$ cat src/rtl/mfi_order_buffer.sv
// Reorder buffer turning out-of-order retirement records into a strictly in-order MFI stream.
// Optional head-record bypass is enabled with `define MFI_ORDER_BYPASS_EN.
module mfi_order_buffer #(
  parameter int          DEPTH       = 8,
  parameter logic [31:0] START_ORDER = 32'd0
) (
  input  logic                       clock,
  input  logic                       reset,
  input  logic                       in_valid,
  input  logic [31:0]                in_order,
  input  logic [3:0]                 in_src1_addr,
  input  logic [3:0]                 in_src2_addr,
  input  logic [3:0]                 in_dest_addr,
  output logic                       mfi_valid,
  output logic [31:0]                mfi_order,
  output logic [3:0]                 mfi_src1_addr,
  output logic [3:0]                 mfi_src2_addr,
  output logic [3:0]                 mfi_dest_addr,
  output logic [$clog2(DEPTH):0]     occupancy,
  output logic                       err_stale,
  output logic                       err_dup,
  output logic                       err_overflow
);

  localparam int AW = $clog2(DEPTH);
  localparam logic [AW:0] OCC_ONE = {{AW{1'b0}}, 1'b1};

  logic [DEPTH-1:0] slot_valid_r;
  logic [DEPTH-1:0] slot_valid_s;
  logic [3:0]       slot_src1_r [DEPTH];
  logic [3:0]       slot_src2_r [DEPTH];
  logic [3:0]       slot_dest_r [DEPTH];
  logic [31:0]      next_order_r;

  logic [31:0]   d_s;
  logic [AW-1:0] slot_idx_s;
  logic [AW-1:0] head_idx_s;
  logic          stale_s;
  logic          overflow_s;
  logic          dup_s;
  logic          accept_s;
  logic          bypass_s;
  logic          write_s;
  logic          emit_s;

  // Classify the incoming record and decide write / emit / bypass for this cycle.
  always_comb begin
    d_s          = in_order - next_order_r;
    slot_idx_s   = in_order[AW-1:0];
    head_idx_s   = next_order_r[AW-1:0];
    stale_s      = in_valid && d_s[31];
    overflow_s   = in_valid && !d_s[31] && (d_s >= 32'(DEPTH));
    dup_s        = in_valid && !stale_s && !overflow_s && slot_valid_r[slot_idx_s];
    accept_s     = in_valid && !stale_s && !overflow_s && !dup_s;
    emit_s       = slot_valid_r[head_idx_s];
`ifdef MFI_ORDER_BYPASS_EN
    // An accepted d == 0 record implies an empty head slot, so it can go straight out.
    bypass_s     = accept_s && (d_s == 32'd0);
`else
    bypass_s     = 1'b0;
`endif
    write_s      = accept_s && !bypass_s;
    slot_valid_s = slot_valid_r;
    if (write_s) begin
      slot_valid_s[slot_idx_s] = 1'b1;
    end else begin
      slot_valid_s = slot_valid_s;
    end
    if (emit_s) begin
      slot_valid_s[head_idx_s] = 1'b0;
    end else begin
      slot_valid_s = slot_valid_s;
    end
  end

  // Slot payload storage; only meaningful while the matching valid bit is set.
  always_ff @(posedge clock) begin
    if (write_s && !reset) begin
      slot_src1_r[slot_idx_s] <= in_src1_addr;
      slot_src2_r[slot_idx_s] <= in_src2_addr;
      slot_dest_r[slot_idx_s] <= in_dest_addr;
    end
  end

  // Control state, registered outputs and sticky error flags.
  always_ff @(posedge clock) begin
    if (reset) begin
      slot_valid_r  <= '0;
      next_order_r  <= START_ORDER;
      mfi_valid     <= 1'b0;
      mfi_order     <= 32'd0;
      mfi_src1_addr <= 4'd0;
      mfi_src2_addr <= 4'd0;
      mfi_dest_addr <= 4'd0;
      occupancy     <= '0;
      err_stale     <= 1'b0;
      err_dup       <= 1'b0;
      err_overflow  <= 1'b0;
    end else begin
      slot_valid_r <= slot_valid_s;
      if (emit_s) begin
        mfi_valid     <= 1'b1;
        mfi_order     <= next_order_r;
        mfi_src1_addr <= slot_src1_r[head_idx_s];
        mfi_src2_addr <= slot_src2_r[head_idx_s];
        mfi_dest_addr <= slot_dest_r[head_idx_s];
        next_order_r  <= next_order_r + 32'd1;
      end else if (bypass_s) begin
        mfi_valid     <= 1'b1;
        mfi_order     <= in_order;
        mfi_src1_addr <= in_src1_addr;
        mfi_src2_addr <= in_src2_addr;
        mfi_dest_addr <= in_dest_addr;
        next_order_r  <= next_order_r + 32'd1;
      end else begin
        mfi_valid <= 1'b0;
      end
      case ({write_s, emit_s})
        2'b10:   occupancy <= occupancy + OCC_ONE;
        2'b01:   occupancy <= occupancy - OCC_ONE;
        default: occupancy <= occupancy;
      endcase
      err_stale    <= err_stale    | stale_s;
      err_dup      <= err_dup      | dup_s;
      err_overflow <= err_overflow | overflow_s;
    end
  end

endmodule

$ cat config.mk
export PLATFORM = sky130hd
export DESIGN_NAME = mfi_order_buffer
export DESIGN_NICKNAME = d
export VERILOG_FILES = /design/src/rtl/mfi_order_buffer.sv
export SDC_FILE = /design/constraint.sdc
export NUM_CORES = 1
export LEC_CHECK = 0
export BUFFER_PORTS_ARGS = -buffer_cell sky130_fd_sc_hd__clkbuf_2
export CORE_UTILIZATION = 45
export CTS_CLUSTER_DIAMETER = 80
export DETAILED_ROUTE_END_ITERATION = 10
export HOLD_SLACK_MARGIN = 0.08
export PLACE_DENSITY = 0.71
export SLEW_MARGIN = 20
export SYNTH_ARGS = -nofsm -noshare
export SYNTH_HDL_FRONTEND = slang
export SYNTH_SLANG_ARGS = --single-unit
export TNS_END_PERCENT = 30
$ cat constraint.sdc
create_clock -name clock -period 6.63 [get_ports clock]
set_input_delay 1.326 -clock clock [delete_from_list [all_inputs] [get_ports clock]]
set_output_delay 1.326 -clock clock [all_outputs]
set_load 0.02 [all_outputs]
* After elaboration in Yosys (flattened, before gate mapping)
Memories as Yosys holds them, arrays and structs flattened. A register that Yosys moved wholly into a read port is not among the register bits. Cells that the tools add are included.
Word-level totals: register bits after elaboration 80, bits in writable memories 96, output and inout port bits 52, logic and storage cells 58, memories kept 3
Memories:
- slot_dest_r | words 8, width 4, rd ports 1, clocked after Yosys merged registers in 1, write ports 1, RTL line 32 | logic [3:0] slot_dest_r [DEPTH];
- slot_src1_r | words 8, width 4, rd ports 1, clocked after Yosys merged registers in 1, write ports 1, RTL line 30 | logic [3:0] slot_src1_r [DEPTH];
- slot_src2_r | words 8, width 4, rd ports 1, clocked after Yosys merged registers in 1, write ports 1, RTL line 31 | logic [3:0] slot_src2_r [DEPTH];
Cells by class: add/sub/neg operators 4, $lt $le $gt $ge 5, eq/ne operators 2, muxes and demuxes 14, bitwise operators 6, reductions and logical operators 16
Operators with widths (number):
- 32-bit by 1-bit adder with 32-bit output, second input constant | 1
- 32-bit by 4-bit >= comparator with 1-bit output, second input constant | 1
- 32-bit subtractor | 1
- 8-bit two-way mux | 2
- 1-bit logical AND | 10
- 8-bit bitwise AND | 1
- 3-bit by 4-bit < comparator with 1-bit output, second input constant | 2
- 8-bit inverter | 1
- 8-bit OR | 1
- 4-bit case mux with 2 select lines | 1
- 1-bit two-way mux | 7
- 1-bit binary-select mux with 3-bit select | 2
- 1-bit demux with 3-bit select | 2
- 3-bit by 1-bit >= comparator with 1-bit output, second input constant | 2
- 1-bit zero test | 5
- 4-bit by 1-bit adder with 4-bit output, second input constant | 1
- 4-bit by 1-bit subtractor with 4-bit output, second input constant | 1
- 1-bit OR | 3
- 2-bit by 1-bit equality test with 1-bit output, second input constant | 1
- 2-bit equality test, second input constant | 1
- 2-bit nonzero test | 1

* Logic depth before layout (Yosys ltp)
Gate-level depths: netlist of run 1.
depth after elaboration 12, depth in mapped cells 21

* Worst setup path after synthesis of run 1
OpenSTA, ideal clock, no wires.
path kind input port to flip-flop, start point input in_order[0], end point register occupancy[2], setup time 0.070 ns, data arrival time 5.431 ns, slack 1.128 ns, cell stages on the path 21, cell sequence clkbuf_1 > inv_1 > ha_1 > inv_1 > fa_1 > a211oi_2 > o21ai_2 > a31o_1 > or3_1 > a211o_1 > nor4_1 > and4b_1 > buf_6 > nand4_4 > ha_1 > xor2_1 > ha_1 > a21oi_1 > xor2_1 > or3_1 > a21oi_1
On the way: longest elaborated chain between the ends 11, elaborated cells on any way between the ends 19, classes of those cells add/sub: 1; order compare: 1; eq/ne: 2; mux: 3; reduce/logical: 12
Ends and longest elaborated chain:
- start: declaration | RTL line 10 | input logic [31:0] in_order,
- branches (longest 8 deep; another with 32-bit subtractor)
- 1-bit logical AND (*) | RTL line 54 | accept_s = in_valid && !stale_s && !overflow_s && !dup_s;
- 2-bit by 1-bit equality test with 1-bit output or 2-bit equality test (tied branches) | RTL line 118 | case ({write_s, emit_s})
- 4-bit case mux with 2 select lines or 2-bit nonzero test (tied branches)
- end signal: assignment | RTL line 119 | 2'b10: occupancy <= occupancy + OCC_ONE;
- end signal: assignment | RTL line 120 | 2'b01: occupancy <= occupancy - OCC_ONE;
- end signal: assignment | RTL line 121 | default: occupancy <= occupancy;
- end: declaration | RTL line 19 | output logic [$clog2(DEPTH):0] occupancy,
Every way passes the cells marked *. The select of a mux whose other input is x is not followed. A chain may end at the register's enable or synchronous reset.

* Worst setup path in the final report of run 1
Same ends and word-level chain as after synthesis.

==> results of run 1 <==
## tightest hold or removal path: cells and delay by family, from the launching register on
| family | cells | cell delay [ps] |
|---|---|---|
| AOI/OAI and AO/OA | 1 | 50 |
| DFF | 1 | 310 |
| and+or+nand+nor | 1 | 50 |
## through the flow
stage | total power [mW] | hold slack (ps) | cells | setup slack [ps] | util (%)
floorplan | 1.37 | 436 | 1010 | 1130 | -
global placement | 1.42 | 439 | 1341 | 676 | 49.9
detailed placement | 1.42 | 444 | 1341 | 584 | 49.9
CTS | 2.43 | 452 | 1373 | 1010 | 52.7
global route | 2.51 | 472 | 1373 | 699 | 52.7
finish | 2.42 | 450 | 1373 | 1000 | 52.7
## cell usage after synthesis (all sizes together), types with 7 or more instances
master / number
nor4: 8
a211oi: 16
a221oi: 17
xnor2: 31
nand2: 125
a22o: 10
nor3: 29
inv: 44
a31oi: 10
and2: 8
buf: 19
and3: 12
mux2: 20
mux2i: 15
nand4: 20
a21oi: 95
nand3: 19
or3: 7
o21a: 7
clkbuf: 38
o21ai: 37
xor2: 7
o221ai: 7
dfxtp: 92
nor2: 89
edfxtp: 96
ha: 35
## area by class of cell
cell class | count | area share [%]
clock buffer | 19 | 3.87
multi-input combinational | 720 | 42.4
tap | 275 | 3.08
clock inverter | 13 | 1.44
timing repair buffer | 113 | 5.45
inverter | 45 | 1.51
sequential | 188 | 42.2
## worst paths after layout
path / to
worst max-delay path: occupancy[2]$_SDFFE_PP0P_
worst min-delay path: mfi_order[16]$_SDFFE_PP0P_
worst max register to register: occupancy[2]$_SDFFE_PP0P_
worst min register to register: mfi_order[16]$_SDFFE_PP0P_
## routing by layer
layer	wire length, um	GRT usage (%)
met1	11200	30.8
met2	12500	39.1
met3	1370	3.54
met4	803	10.0
met5	0	0
## sequential cells by signal, summed over array words and instances, names as in the netlist, 8 cells and up
signal        cells
mfi_order        32
slot_src1_r      32
slot_valid_r      8
next_order_r     32
slot_dest_r      32
slot_src2_r      32
## power by group
group | switching, mW | total (mW) | leakage (nW) | internal [mW]
Combinational | 0.114 | 0.179 | 2.08 | 0.0649
Sequential | 0.000792 | 1.22 | 1.60 | 1.22
Clock | 0.457 | 1.02 | 0.282 | 0.567
Total | 0.573 | 2.42 | 3.97 | 1.85
## logic make-up (layout without fill, tap and decap cells)
family,after synthesis,after routing,share of synthesized area [%]
AND/OR/NAND/NOR,349,349,17.2
XOR/XNOR,38,38,3.45
adder cells (fa/ha/maj),36,36,4.65
flip-flops,188,188,47.9
multiplexers,37,37,4.26
AO/OA/AOI/OAI,260,260,18.3
buffers and inverters,102,190,4.24
==> impl_results.md, run 1 <==
- Clk_skew: 10.4 ps
- Final antenna-violating net count: 0
- CP max FO: 12
- Cells on worst reg2reg path: 17
- Fin crit period: 5630 ps
- Via count: 7960
- Core Footprint: 21200 um^2
- Async SR Flop Fraction: 0%
- PwrDens: approximately 220 nW/um^2
- I/O Pins: 99
- Crit path DAT: 5980 ps
- Post-DP HPWL: 18300 um
- GRT Total Usage: 23.7%
- Post-CTS Hold Buffers: 0
- Placed cell area: 10600 um^2
- Share of post-route cells with drive strength above 1: between 10% and 20%
- Final setup viols: 0
- Fin crit share: roughly 85%
- Postcts setup bufs: 0
- Design Area, Final: between 10000 and 15000 um^2
- Crit end category: flop
- Worst-Skew Late Latency: 430 ps
- Largest stage delay, worst path: 410 ps
- Yosys top cell by area: edfxtp_1
- Avg Synthesized Cell Area: 9.76 um^2
- DRC Markers: 0
- Max-slew headroom: 39.7%
- Placement Rows: 53
- Vias in the first global route: about 7400
- Syn Inst Count: 1010
- Crit path buf inv count: 3
- Setup Crit Path Kind: primary input to flop
- Multi-input gate area: 4750 um^2
- Gr ovfl total: 0
- Post-Syn Area: 9860 um^2
- LEAKAGE: 3.97 nW
- Setup crit start: in_order[0]
- Die W: 150 um
- Count of final hold-check violations: 0
- Hold Crit Depth: 2
- N_diodes: 0
- Fmax achieved: 178 MHz
- Min-delay src: mfi_order[16]$_SDFFE_PP0P_
- CTS tree: yes
- Reg-to-Reg Start: next_order_r[1]$_SDFFE_PP0P_
- Drt wl/cell: 18.9 um
- Critical-path top delay cell: fa_1
- Type of the worst min-delay path: flop to flop
- IO buf count: 98
- TNS Setup: 0 ps
- Cells along the critical path: clkbuf_2 > inv_1 > ha_1 > inv_1 > fa_1 > a211oi_2 > o21ai_2 > a31o_1 > or3_1 > a211o_1 > nor4_1 > and4b_1 > nand4_4 > ha_1 > xor2_1 > ha_1 > a21oi_1 > xor2_1 > or3_1 > a21oi_1
- P&R area growth vs syn: 13.5%
- Initial antenna violation count: 0
- #FFs+latches synth: 188
- Height of the die: 150 um
- CP Launch Type: primary input
- CTS Root Cell: clkbuf_16
- # fillers: 1936
- Post-Route WL: around 26000 um
- Layout net count: 1168
- First-pass GRT wire length: 40300 um
- Number of synthesized flops with an enable pin: 96
- DRT Pass-1 Iters: 4
- H-tree depth: 4
- Worst R2R Setup Slack: approximately 1700 ps
- Reg area: 4720 um^2
- Max IR drop VDD: ~0.17 mV
- Most frequent CP cell: ha_1
- Die area: between 20000 and 25000 um^2
- Most frequent cells in the layout: nand2_1 (125), clkbuf_2 (97), edfxtp_1 (96)
- Clock transition at the registers of the reported paths: 70 ps
- DRT iter0 DRCs: around 560
- TritonCTS Sinks: 188
- Number of max-cap violations: 0
- Area contributors post-synth: edfxtp_1 (29%), dfxtp_1 (19%), a21oi_1 (4.8%)
- CTS Buf Count: 17
- Top cell type's share of synthesized area: 29.2%
- Gpl congestion: 0.932
- Status: complete, no violations
- Post-synthesis sequential area ratio: 47.9%
- Post_cts resized: 0
- Top_reg_cell synth: edfxtp_1
- Distinct cell type count after synthesis: slightly below 90
- Delay-heaviest family, CP: simple AND/OR/NAND/NOR gates
- Pin count of the biggest net entering global routing: a little over 100
- Worst Max-Slew Pin Slew: between 900 and 1000 ps
- Critical Path Stages: 20
- Post-Syn Nets: 1093
- Initial Utilization: 46.5%
- Yosys warns: 0
- Clock buffer depth: 2
- Vias/cell: 5.80
- Worst Path Required: 6980 ps
- Commonest non-fill, non-tap cell in the layout: nand2_1
- Final Max Tran Viols: 0
- RSZ-0062 raised after global routing: false
No activity file was read; power rests on OpenSTA's default activity.
==> run 2, diff against run 1 <==
Settings changed: PLACE_DENSITY 0.71 to 0.73.
Clock period 6.63 ns to 4.8 ns, I/O delays scaled along.
==> impl_results.md, run 2 (same netlist as run 1, synthesis figures left out) <==
- Status: complete, no violations
- Fmax achieved: 221 MHz
- NetSw: between 0.8 and 0.9 mW
- Fin cells: 1420
- Number of max-cap violations: 0
- Type of the worst min-delay path: flop to flop
- CP Launch Type: primary input
- Worst Path Required: 5150 ps
- Final Max Tran Viols: 0
- P&R area growth vs syn: 17.7%
- H-tree depth: 4
- Fin crit share: 94.1%
- I/O Pins: just under 100
- Min Hold Slack: 450 ps
- DRT iter0 DRCs: 711
- PwrDens: between 200 and 300 nW/um^2
- Postcts setup bufs: 0
- Hold Path End: mfi_order[15]$_SDFFE_PP0P_
- Reg-to-Reg Start: next_order_r[11]$_SDFFE_PP0P_
- Commonest non-fill, non-tap cell in the layout: nand2_1
- Sw Ratio: 24.1%
- DRC Markers: 0
- TNS Setup: 0 ps
- Reg2Reg Capture Point: occupancy[3]$_SDFFE_PP0P_
- Crit end category: flop
- Clock buffer depth: 2
- Max IR drop VDD: 0.295 mV
- Cells along the critical path: clkbuf_2 > inv_1 > ha_1 > inv_1 > fa_1 > a211oi_2 > o21ai_2 > a31o_1 > or3_1 > a211o_1 > nor4_1 > and4b_2 > nand4_4 > ha_4 > xor2_1 > ha_1 > a21oi_1 > xor2_1 > or3_1 > a21oi_1
- Vias in the first global route: ~7900
- Cells on worst reg2reg path: 17
- Largest stage delay, worst path: between 400 and 500 ps
- First-pass GRT wire length: 41700 um
- Tot Pwr: 3.35 mW
- Die W: ~150 um
- Max-slew headroom: 23.8%
- Layout net count: 1215
- Clock power frac: 41.5%
- Placed cell area: 11000 um^2
- Pint: between 2 and 3 mW
- Min-delay src: mfi_order[15]$_SDFFE_PP0P_
- Height of the die: 150 um
- Met1 usage: 30.3%
- Setup Crit Path Kind: primary input to flop
- GRT busiest layer: met2
- Drt wl/cell: 18.7 um
- Crit path buf inv count: 3
- Pin count of the biggest net entering global routing: between 100 and 150
- IO buf count: 98
- Gpl congestion: 0.924
- Post-Route WL: 26500 um
- Final antenna-violating net count: 0
- Worst-Skew Late Latency: 430 ps
- Util after Layout: 54.7%
- LEAKAGE: 4.22 nW
- Initial Utilization: about 46%
- Delay-heaviest family, CP: simple AND/OR/NAND/NOR gates
- Placed Cells: 1388
- Initial antenna violation count: 0
- Core Footprint: 21200 um^2
- DRT Pass-1 Iters: 5
- Clock transition at the registers of the reported paths: 70 ps
- TritonCTS Sinks: 188
- Fin crit period: 4520 ps
- GRT Total Usage: between 20% and 30%
- Most frequent cells in the layout: nand2_1 (125), clkbuf_2 (97), edfxtp_1 (96)
- CTS Buf Count: 17
- Final setup viols: 0
- Dpl ws: -139 ps
- RSZ-0062 raised after global routing: false
- Worst R2R Setup Slack: 490 ps
- Logic pwr share: under 10%
- Crit path DAT: ~4900 ps
- Die area: 22500 um^2
- N_diodes: 0
- Post-DP HPWL: 18800 um
- Worst Max-Slew Pin Slew: roughly 1100 ps
- Critical-path top delay cell: fa_1
- Design Area, Final: 11600 um^2
- Placement Rows: 53
- CTS tree: yes
- Vias/cell: 5.79
- Via count: approximately 8200
- Count of final hold-check violations: 0
- Hold Crit Depth: 2
- Clk_skew: approximately 15 ps
- CP max FO: 3
- Sequential share of power: 50.3%
- CTS Root Cell: clkbuf_16
- Gr ovfl total: 0
- M3 GR Usage: about 4.7%
- Share of post-route cells with drive strength above 1: 22.4%
- Worst setup margin: about 280 ps
- Post-CTS Hold Buffers: 0
- Met2 Use GR: 41.4%
==> run 2: cell count changes in the layout (fill, tap and decap cells not counted) <==
cell,change
ha_4,+1
clkbuf_1,-2
buf_6,-1
clkinv_1,-1
inv_6,+3
bufinv_16,-1
clkinvlp_4,-2
buf_12,+5
and4b_2,+1
clkinv_2,+2
ha_1,-1
clkbuf_8,+1
buf_4,+43
and4b_1,-1
==> run 2: worst max-delay path by stage <==
stage,cells past startpoint,end,from
after floorplan,15,slot_dest_r[4][0]$_DFFE_PP_,in_order[0]
after CTS,19,occupancy[3]$_SDFFE_PP0P_,in_order[0]
after global routing,20,occupancy[3]$_SDFFE_PP0P_,in_order[0]
final,20,occupancy[2]$_SDFFE_PP0P_,in_order[0]
after global placement,20,occupancy[2]$_SDFFE_PP0P_,in_order[0]
after detailed placement,20,occupancy[2]$_SDFFE_PP0P_,in_order[0]
==> run 2: final cells by class <==
| type | count | area (um^2) |
|---|---|---|
| Fill cell | 1857 | 9610 |
| Multi-Input combinational cell | 720 | 4760 |
| Sequential cell | 188 | 4720 |
| Timing Repair Buffer | 160 | 1020 |
| Clock buffer | 18 | 439 |
| Tap cell | 275 | 344 |
| Inverter | 45 | 169 |
| Clock inverter | 14 | 149 |
==> run 2: routing by layer <==
metal,wire [um],up-vias
li1,-,3967
met1,11300,3930
met2,13000,280
met3,1540,42
met4,704,0
met5,0,-
==> run 2: power by group through the flow <==
stage	clock (mW)	sequential [mW]	combinational (mW)
4_1_cts	1.41	1.69	0.270
3_3_place_gp	0	1.72	0.266
5_1_grt	1.48	1.69	0.298
2_1_floorplan	0	1.72	0.168
3_5_place_dp	0	1.72	0.268
6_report	1.39	1.69	0.273
==> run 2: worst register-to-register path, delay by kind of cell, from the launching register on <==
kind	cells	cell delay, ps
AOI/OAI and AO/OA	7	1790
adders and majority gates	2	580
buffers and inverters	2	270
DFF	1	440
and+or+nand+nor	6	1160
==> run 2: what timing repair did <==
action                                  CTS  global route
gates resized for setup                   0             1
endpoints found under the setup margin    0             1
hold endpoints to repair                  0             0
==> run 3, diff against run 2 <==
Settings changed: CORE_MARGIN set to 10.
==> impl_results.md, run 3 (same netlist as run 1, synthesis figures left out) <==
- Status: complete, no violations
- CTS tree: yes
- Final antenna-violating net count: 0
- Reg-to-Reg Start: next_order_r[1]$_SDFFE_PP0P_
- DRT Pass-1 Iters: 5
- Fin cells: 1441
- Count of final hold-check violations: 0
- Clk_skew: around 17 ps
- Fin crit period: 4520 ps
- Placed Cells: 1407
- Design Area, Final: roughly 12000 um^2
- Placement Rows: 54
- Min-delay src: mfi_order[12]$_SDFFE_PP0P_
- Layout net count: between 1000 and 1500
- DRT iter0 DRCs: 578
- Via count: 8174
- DRC Markers: 0
- TritonCTS Sinks: ~190
- Worst setup margin: 284 ps
- Post-DP HPWL: approximately 20000 um
- PwrDens: 298 nW/um^2
- GRT Total Usage: 18.6%
- Postcts setup bufs: 0
- Die area: between 20000 and 30000 um^2
- LEAKAGE: 4.31 nW
- Die W: 168 um
- CTS Buf Count: 17
- Height of the die: 168 um
- Drt wl/cell: 18.5 um
- Min Hold Slack: 450 ps
- Type of the worst min-delay path: flop to flop
- Clock transition at the registers of the reported paths: ~80 ps
- H-tree depth: 4
- Max IR drop VDD: 0.220 mV
- Gr ovfl total: 0
- Worst Max-Slew Pin Slew: 823 ps
- Tot Pwr: 3.50 mW
- TNS Setup: 0 ps
- Placed cell area: 11100 um^2
- Post-Route WL: 26700 um
- First-pass GRT wire length: 42700 um
- Util after Layout: 54.2%
- Commonest non-fill, non-tap cell in the layout: nand2_1
- Setup crit start: in_order[0]
- P&R area growth vs syn: 19.2%
- Gpl congestion: 0.942
- I/O Pins: 99
- CP max FO: 5
- Dpl ws: -229 ps
- Vias/cell: 5.67
- CP Launch Type: primary input
- Clock buffer depth: 2
- Vias in the first global route: approximately 8000
- Worst-Skew Late Latency: 450 ps
- Worst Path Required: ~5200 ps
- Initial Utilization: 45.5%
- Final Max Tran Viols: 0
- Crit end category: flop
- Pin count of the biggest net entering global routing: 102
- Share of post-route cells with drive strength above 1: 23.6%
- Number of max-cap violations: 0
- Max-slew headroom: a little under half
- IO buf count: 98
- Final setup viols: 0
- Fmax achieved: around 220 MHz
- Most frequent cells in the layout: nand2_1 (125), clkbuf_2 (97), edfxtp_1 (96)
- CTS Root Cell: clkbuf_16
- Crit path DAT: 4890 ps
- Initial antenna violation count: 2
- Fin crit share: 94.1%
- RSZ-0062 raised after global routing: false
- Core Footprint: around 22000 um^2
- Setup Crit Path Kind: primary input to flop
[run 3: changes by cell type in the layout (fill, tap and decap cells not counted), sizes merged]
cell	change
buf	+14
inv	+3
diode	+2
bufinv	-1
clkbuf	-1
clkinv	-1
[run 3: path summary, 6_finish.rpt]
kind,endpoint,slack (ps),depth (start not counted)
max,occupancy[2]$_SDFFE_PP0P_,280,20
min,mfi_order[12]$_SDFFE_PP0P_,450,2
max reg2reg,occupancy[2]$_SDFFE_PP0P_,450,18
min reg2reg,mfi_order[12]$_SDFFE_PP0P_,450,2
[run 3: layout make-up]
type	instances	area, um^2
antenna	2	5.00
inverter	45	169
tap	280	350
clock buffer	17	425
fill	1901	9940
multi-input combinational	720	4770
timing repair buffer	174	1080
clock inverter	15	228
sequential	188	4720
[run 3: what timing repair did]
action                                  CTS  global route
resized for setup                         0             2
endpoints found under the setup margin    0             2
hold buffers                              0             0
[run 3: metal layers]
layer | routed length, um | track usage [%] | part of all wire (%)
met4 | 628 | 7.53 | 2.4
met1 | 11900 | 23.6 | 44
met3 | 1220 | 3.14 | 4.6
met2 | 12900 | 30.7 | 49
met5 | 0 | 0 | 0
[run 3: report_power, final]
group,internal (mW),switching (mW)
sequential,1.68,0.000724
clock,0.743,0.790
combinational,0.115,0.171
[run 3: worst max-delay path, cell delays in order]
cell      delay (ps)
clkbuf_2         120
inv_1             90
ha_1             170
inv_1             60
fa_1             410
a211oi_2         260
o21ai_2          130
a31o_1           200
or3_1            300
a211o_1          310
nor4_2           210
and4b_2          320
nand4_4          130
ha_4             210
xor2_1           140
ha_1             190
a21oi_1          160
xor2_1            90
or3_1            310
a21oi_1          130
